===== config.mk =====
export PLATFORM = sky130hd
export DESIGN_NAME = ssd_scan_driver
export DESIGN_NICKNAME = d
export VERILOG_FILES = /design/src/rtl/ssd_pkg.sv /design/src/rtl/ssd_hex_decoder.sv /design/src/rtl/ssd_scan_driver.sv
export SDC_FILE = /design/constraint.sdc
export NUM_CORES = 1
export LEC_CHECK = 0
export ABC_AREA = 1
export CAP_MARGIN = 5
export CORE_ASPECT_RATIO = 1.1
export CORE_MARGIN = 2
export CORE_UTILIZATION = 59
export DETAILED_ROUTE_END_ITERATION = 8
export PLACE_DENSITY = 0.85
export SLEW_MARGIN = 40
export SYNTH_ARGS = -nofsm -noshare
export SYNTH_HDL_FRONTEND = slang
export SYNTH_SLANG_ARGS = --single-unit

===== constraint.sdc =====
create_clock -name board_clk -period 5.54 [get_ports board_clk]
set_input_delay 0.554 -clock board_clk [delete_from_list [all_inputs] [get_ports board_clk]]
set_output_delay 0.554 -clock board_clk [all_outputs]
set_load 0.02 [all_outputs]

===== src/rtl/ssd_pkg.sv =====
// ssd_pkg: shared constants and helpers for the seven-segment scan driver.
//   SSD_HEX_SEG   : 16-entry hex-to-segment table, active-high, bit order {a,b,c,d,e,f,g}
//   ssd_clog2     : ceiling log2, used to size the digit index
//   ssd_seg_off / ssd_an_off / ssd_dp_off : inactive pin levels for a given polarity;
//     XOR with an active-high value yields the pin value.
package ssd_pkg;

   // Entry 0 is the least significant element.
   localparam logic [15:0][6:0] SSD_HEX_SEG = {
      7'b1000111,   // F
      7'b1001111,   // E
      7'b0111101,   // d
      7'b1001110,   // C
      7'b0011111,   // b
      7'b1110111,   // A
      7'b1111011,   // 9
      7'b1111111,   // 8
      7'b1110000,   // 7
      7'b1011111,   // 6
      7'b1011011,   // 5
      7'b0110011,   // 4
      7'b1111001,   // 3
      7'b1101101,   // 2
      7'b0110000,   // 1
      7'b1111110    // 0
   };

   function automatic int ssd_clog2(input int value);
      int result;
      result = 0;
      while ((1 << result) < value) result++;
      return result;
   endfunction

   function automatic logic [6:0] ssd_seg_off(input int active_low);
      return (active_low != 0) ? 7'h7F : 7'h00;
   endfunction

   function automatic logic [15:0] ssd_an_off(input int active_low);
      return (active_low != 0) ? 16'hFFFF : 16'h0000;
   endfunction

   function automatic logic ssd_dp_off(input int active_low);
      return (active_low != 0);
   endfunction

endpackage


===== src/rtl/ssd_hex_decoder.sv =====
// ssd_hex_decoder: combinational hex digit to seven-segment pattern.
//   i_hex [3:0] : hex value
//   o_seg [6:0] : active-high segments {a,b,c,d,e,f,g}
module ssd_hex_decoder
   import ssd_pkg::*;
(
   input  logic [3:0] i_hex,
   output logic [6:0] o_seg
);

   always_comb begin
      o_seg = SSD_HEX_SEG[i_hex];
   end

endmodule


===== src/rtl/ssd_scan_driver.sv =====
// ssd_scan_driver: multiplexed N-digit seven-segment display driver.
//   board_clk, Reset      : clock, async active-high reset
//   load                  : strobe capturing digits_in and all masks into the shadow
//   digits_in [4N-1:0]    : digit i at bits [4i+3:4i]
//   enable_mask/blink_mask/dp_mask [N-1:0] : per-digit show / blink / decimal point
//   an [N-1:0], seg [6:0] {a..g}, dp : registered pin drives
//   cur_digit             : index that produced the current pin values
//   scan_tick             : high in the last prescaler cycle of each dwell
// The shadow registers decouple the display from the producer so a
// multi-cycle update of digits_in never shows up half-applied.
module ssd_scan_driver
   import ssd_pkg::*;
#(
   parameter int NUM_DIGITS     = 8,
   parameter int SCAN_DIV_BITS  = 18,
   parameter int BLINK_DIV_BITS = 25,
   parameter int ACTIVE_LOW     = 1,
   localparam int IDX_W         = ssd_clog2(NUM_DIGITS)
)(
   input  logic                    board_clk,
   input  logic                    Reset,
   input  logic                    load,
   input  logic [4*NUM_DIGITS-1:0] digits_in,
   input  logic [NUM_DIGITS-1:0]   enable_mask,
   input  logic [NUM_DIGITS-1:0]   blink_mask,
   input  logic [NUM_DIGITS-1:0]   dp_mask,
   output logic [NUM_DIGITS-1:0]   an,
   output logic [6:0]              seg,
   output logic                    dp,
   output logic [IDX_W-1:0]        cur_digit,
   output logic                    scan_tick
);

   localparam logic [6:0]            SEG_OFF = ssd_seg_off(ACTIVE_LOW);
   localparam logic [15:0]           AN_ALL  = ssd_an_off(ACTIVE_LOW);
   localparam logic [NUM_DIGITS-1:0] AN_OFF  = AN_ALL[NUM_DIGITS-1:0];
   localparam logic                  DP_OFF  = ssd_dp_off(ACTIVE_LOW);
   localparam logic [IDX_W-1:0]      IDX_MAX = IDX_W'(NUM_DIGITS - 1);

   logic [SCAN_DIV_BITS-1:0]       r_pre;
   logic [BLINK_DIV_BITS-1:0]      r_blink;
   logic [IDX_W-1:0]               r_idx;
   logic [NUM_DIGITS-1:0][3:0]     r_sh_digits;
   logic [NUM_DIGITS-1:0]          r_sh_en;
   logic [NUM_DIGITS-1:0]          r_sh_bl;
   logic [NUM_DIGITS-1:0]          r_sh_dp;
   logic [NUM_DIGITS-1:0]          r_an;
   logic [6:0]                     r_seg;
   logic                           r_dp;
   logic [IDX_W-1:0]               r_cur;

   logic                           w_tick;
   logic                           w_phase;
   logic                           w_vis;
   logic [3:0]                     w_digit;
   logic [6:0]                     w_dec;
   logic [NUM_DIGITS-1:0]          w_an_ah;
   logic [6:0]                     w_seg_ah;
   logic                           w_dp_ah;

   assign w_tick  = (r_pre == '1);
   assign w_phase = r_blink[BLINK_DIV_BITS-1];   // 1 = blinking digits hidden
   assign w_digit = r_sh_digits[r_idx];

   ssd_hex_decoder u_dec (
      .i_hex (w_digit),
      .o_seg (w_dec)
   );

   // Counters and digit index; the index only advances on the tick edge and
   // wraps explicitly so non-power-of-two digit counts work.
   always_ff @(posedge board_clk or posedge Reset) begin
      if (Reset) begin
         r_pre   <= '0;
         r_blink <= '0;
         r_idx   <= '0;
      end else begin
         r_pre   <= r_pre + SCAN_DIV_BITS'(1);
         r_blink <= r_blink + BLINK_DIV_BITS'(1);
         if (w_tick)
            r_idx <= (r_idx == IDX_MAX) ? '0 : r_idx + IDX_W'(1);
      end
   end

   // Shadow registers: independent of the scan, so a load on the tick edge
   // is simply seen by the new index one cycle later.
   always_ff @(posedge board_clk or posedge Reset) begin
      if (Reset) begin
         r_sh_digits <= '0;
         r_sh_en     <= '0;
         r_sh_bl     <= '0;
         r_sh_dp     <= '0;
      end else if (load) begin
         r_sh_digits <= digits_in;
         r_sh_en     <= enable_mask;
         r_sh_bl     <= blink_mask;
         r_sh_dp     <= dp_mask;
      end
   end

   always_comb begin
      w_vis    = r_sh_en[r_idx] & ~(r_sh_bl[r_idx] & w_phase);
      w_an_ah  = '0;
      w_seg_ah = '0;
      w_dp_ah  = 1'b0;
      if (w_vis) begin
         w_an_ah  = NUM_DIGITS'(1) << r_idx;
         w_seg_ah = w_dec;
         w_dp_ah  = r_sh_dp[r_idx];
      end
   end

   // Output register: polarity applied by XOR with the inactive level.
   always_ff @(posedge board_clk or posedge Reset) begin
      if (Reset) begin
         r_an  <= AN_OFF;
         r_seg <= SEG_OFF;
         r_dp  <= DP_OFF;
         r_cur <= '0;
      end else begin
         r_an  <= w_an_ah ^ AN_OFF;
         r_seg <= w_seg_ah ^ SEG_OFF;
         r_dp  <= w_dp_ah ^ DP_OFF;
         r_cur <= r_idx;
      end
   end

   assign an        = r_an;
   assign seg       = r_seg;
   assign dp        = r_dp;
   assign cur_digit = r_cur;
   assign scan_tick = w_tick;

endmodule


==> After elaboration in Yosys (flattened, before gate mapping) <==
Memory sizes are Yosys's and may differ from the RTL's.
Index checks and enable logic that the tools add are counted.
{ "classes": {"addsub": 3, "order_cmp": 2, "n_eq_ne": 2, "shift": 1, "muxes": 13, "bitwise_logic": 6} }
{ "op_table": {"columns": ["op", "count"], "rows": [
  ["$add 25x1->25 const B", 1],
  ["$add 18x1->18 const B", 1],
  ["$eq 18x18->1 const B", 1],
  ["$mux 7", 2],
  ["$bmux 4 s3", 1],
  ["$bmux 1 s3", 3],
  ["$mux 8", 1],
  ["$not 8->8", 1],
  ["$shl 1x3->8 const A", 1],
  ["$not 7->7", 1],
  ["$lt 4x5->1 const B", 1],
  ["$lt 3x4->1 const B", 1],
  ["$mux 1", 4],
  ["$mux 4", 1],
  ["$add 3x1->3 const B", 1],
  ["$eq 3x3->1 const B", 1],
  ["$mux 3", 1],
  ["$and 1x1->1", 2],
  ["$not 1->1", 2]
]} }
{ "totals": {"reg_bits": 121, "romBits": 112, "input_bits": 59, "output_inout_bits": 20, "n_memories": 1} }
{ "mem_list": {"columns": ["name", "words", "word_bits", "rd", "rd_clocked_by_memory_dff", "wr", "line_no", "source"], "rows": [
  ["(no name shown)", 16, 7, 1, 0, 0, "ssd_hex_decoder.sv:12", "o_seg = SSD_HEX_SEG[i_hex];"]
]} }

==> Depth between registers and ports, before layout <==
{ "depth": {"ltp_word": 7, "ltp_mapped": 14} }

==> By module <==
A second synthesis with hierarchy kept.
{ "unflattened": {"hier_cells": 675, "area_unflattened_um2": 5967.0} }
{ "modules_own_cells": {"columns": ["mod", "instances", "cells_per_inst", "area_each_um2", "seq_area_each_um2"], "rows": [
  ["ssd_scan_driver", 1, 623, 5696.7, 3047.9],
  ["ssd_hex_decoder", 1, 52, 270.3, 0.0]
]} }

==> Least setup slack after synthesis <==
Ideal clock, no wire load.
{ "synth_timing": {"path_kind": "register to output", "startpoint": "register r_pre[0]", "endpoint": "output scan_tick", "arrival_time_ns": 1.306, "required_ns": 4.986, "path_slack_ns": 3.680, "stages_incl_launch_ff": 8, "path_buffers": 0, "cell_sequence": "dfrtp_1 ha_1 nand3_2 nor2_4 nand2_1 nor2_2 nand4_1 nor2_2"} }
{ "synth_via": {"elab_chain_len": 1} }
{ "synth_lines": {"columns": ["element", "line_no", "source"], "rows": [
  ["start, declared", "ssd_scan_driver.sv:40", "logic [SCAN_DIV_BITS-1:0] r_pre;"],
  ["start signal, assigned", "ssd_scan_driver.sv:78", "r_pre <= r_pre + SCAN_DIV_BITS'(1);"],
  ["$eq 18x18->1", "ssd_scan_driver.sv:61", "assign w_tick = (r_pre == '1);"],
  ["end, declared", "ssd_scan_driver.sv:31", "output logic scan_tick"]
]} }
No other way between the ends.

==> Final worst setup path <==
Ends and elaborated chain as after synthesis.

==> summary.md <==
| Metric | Value |
|---|---|
| Final Slew Violations | 0 |
| Antenna violations before repair | 0 |
| Min Tclk post-route | 3.104 ns |
| Post-route ant nets | 0 |
| GPL Wtd Cong | 0.9654 |
| Vias per Instance | 5.616 |
| Starting Density | 61.39% |
| Outcome | complete, no violations |
| Average wire per standard cell | 16.47 um |
| CTS buffer count | 17 |
| Synth Cell Area | 0.005798 mm2 |
| Inserted Diodes | 0 |
| DP Area | 0.006598 mm2 |
| Largest area contributor in the netlist | dfrtp_1 |
| Largest cells by area after synthesis | dfrtp_1 (45%), nand2_1 (10%), dfstp_2 (7.3%) |
| Crit. End Element | output pin |
| Core area | 0.009444 mm2 |
| Clk_lat worst skew | 0.53 ns |
| Worst Max-Slew Pin Slew | 0.7512 ns |
| Worst path required time | 4.99 ns |
| Max clock buf depth | 2 |
| Vias in the first global route | 4,895 |
| Final Net Count | 778 |
| Via count | 4,684 |
| Global route overflow | 0 |
| TritonCTS clock tree | built |
| CTS H-tree depth | 4 |
| Cells after synthesis | 627 |
| Final WS setup | 2.436 ns |
| Yosys warns | 0 |
| DIE AREA | 0.01064 mm2 |
| Drt drc | 0 |
| Sink Count | 121 |
| Netlist cell types | 33 |
| Initial DRC count | 301 |
| Syn_area_per_cell | 9.247 um2 |
| IO Count | 79 |
| CTS Hold Buffers Added | 0 |
| Root Driver | clkbuf_8 |
| Die width | 98.52 um |
| Clock Skews | 0.006022 ns |
| Setup TNS | 0 ns |
| Global-route wire length before repair | 22.81 mm |
| Pwr dens | 313.2 mW/mm2 |
| Largest net degree at the start of global routing | 94 |
| Pre-CTS WS | 2.978 ns |
| Setup Buffers After CTS | 0 |
| # rows | 37 |
| IO Port Bufs | 78 |
| Layout area overhead | 23.80% |
| Dpl hpwl | 8.684 mm |
| WP data arrival | 2.55 ns |
| Period Utilization, post-route | 56.03% |
| Yosys top cell area share | 45.32% |
| Final WL | 13.73 mm |
| Final hold viol count | 0 |
| Share of layout cells above drive strength 1 | 13.25% |
| Seq cells post-synth | 121 |
| Most frequent cells in the layout | nand2_1 (155), dfrtp_1 (105), clkdlybuf4s50_1 (77), inv_1 (68), nand3_1 (50) |
| Final std cell area, no fill | 0.007178 mm2 |
| Max Fclk | 322.1 MHz |
| Worst vdd rail ir drop | 212.7 uV |
| Crit Path Max Fanout | 4 |
| Syn_nets | 700 |
| PostCTS Resize Cnt | 0 |
| Most common cell after layout, fill and taps aside | nand2_1 |
| Max cap viols | 0 |
| Die height | 108.0 um |
| RSZ-0062 raised after global routing | false |
| # setup viols final | 0 |
| Reg clk slew, reported paths | 0.05 ns |
| Gr usage total | 27.58% |
| Worst hold path type | reg -> reg |
| Setup crit start kind | register |
| Kind of critical path | reg -> out |
| 1st-pass router iterations | 6 |
| Seq/Total Area, Yosys | 52.57% |
| Max-slew headroom | 49.92% |
| Pleak | 3.430 nW |
[per-layer routing]
metal  GRT usage (%)  share of wire, %  vias to the layer above
li1                -                 -                     2167
met1           32.72                39                     2234
met2           46.74                50                      229
met3           7.111               7.5                       54
met4           14.09               3.3                        0
met5               0                 0                        -
[synth_stat cells]
cell,instances
nand2_2,5
buf_6,7
nand2_1,155
nor3_1,11
buf_4,2
o21ai_2,1
dfrtp_1,105
nand3_2,6
xor2_1,28
inv_1,69
nand3_4,2
nand3_1,50
dfstp_2,16
o211ai_1,4
o21ai_1,6
inv_6,1
nand4_2,1
nor2_2,3
nor2_4,2
a21oi_1,8
buf_2,6
ha_1,14
xnor2_1,11
nand2_4,1
nand4_1,10
nor2_1,30
inv_2,3
buf_1,3
nor3_2,1
mux2_2,19
nor3b_1,1
clkbuf_1,4
o21ai_0,42
[report_power, final]
part | total, mW | switching (mW) | leakage (nW) | internal, mW
combinational | 0.215 | 0.119 | 1.64 | 0.0961
sequential | 0.956 | 0.0179 | 1.50 | 0.938
clock | 1.08 | 0.377 | 0.291 | 0.700
[area by class of cell]
cell class | instances | area [um2]
well taps | 117 | 146.4
fillers | 632 | 2266
multi-input cells | 411 | 2321
repair buffers | 81 | 802.0
clock inverters | 10 | 125.1
inverters | 73 | 286.5
flip-flops and latches | 121 | 3048
clock buffers | 21 | 449.2
[worst max-delay path: stages (launching register included)]
cell and delay (ns):
dfrtp_1 0.37, ha_1 0.21, nand3_2 0.12, nor2_4 0.14, nand2_1 0.08, nor2_2 0.16, nand4_1 0.12, nor2_2 0.17
clkdlybuf4s50_1 0.64
[through the flow]
stage          util, %  instances  hold slack, ns  power [mW]
4_1_cts          75.94        834          0.4602       2.252
3_3_place_gp     69.83        803          0.4374       1.167
2_1_floorplan        -        627          0.3950       1.087
6_report         76.01        834          0.4614       2.248
3_5_place_dp     69.86        803          0.4519       1.177
5_1_grt          76.01        834          0.4885       2.317
[kinds of logic (layout without fill, tap and decap cells)]
family	Yosys count	after routing	share of synthesized area (%)
AND/OR/NAND/NOR	278	278	21.92
flip-flops	121	121	52.57
buffers and inverters	95	185	7.402
AO/OA/AOI/OAI	61	61	5.503
XOR/XNOR	39	39	5.891
multiplexers	19	19	3.690
adder cells (fa/ha/maj)	14	14	3.021
[registers in the layout, indices dropped and copies added (netlist names)]
signal,count
r_sh_en,8
dp,1
an,8
r_sh_bl,8
r_sh_digits,32
r_pre,18
r_blink,25
r_idx,3
r_sh_dp,8
seg,7
cur_digit,3
[worst paths after layout]
| kind | start | endpoint | slack [ns] | cells past startpoint |
|---|---|---|---|---|
| worst max-delay path | r_pre[0] | scan_tick | 2.44 | 8 |
| worst min register to register | r_pre[0] | r_pre[0] | 0.46 | 1 |
| min in group asynchronous | Reset | r_pre[13] | 0.52 | 2 |
| worst max register to register | r_idx[1] | seg[6] | 2.91 | 10 |
| max in group asynchronous | Reset | an[2] | 4.13 | 3 |
| worst min-delay path | r_pre[0] | r_pre[0] | 0.46 | 1 |
Power figures use the tool's default switching activity.
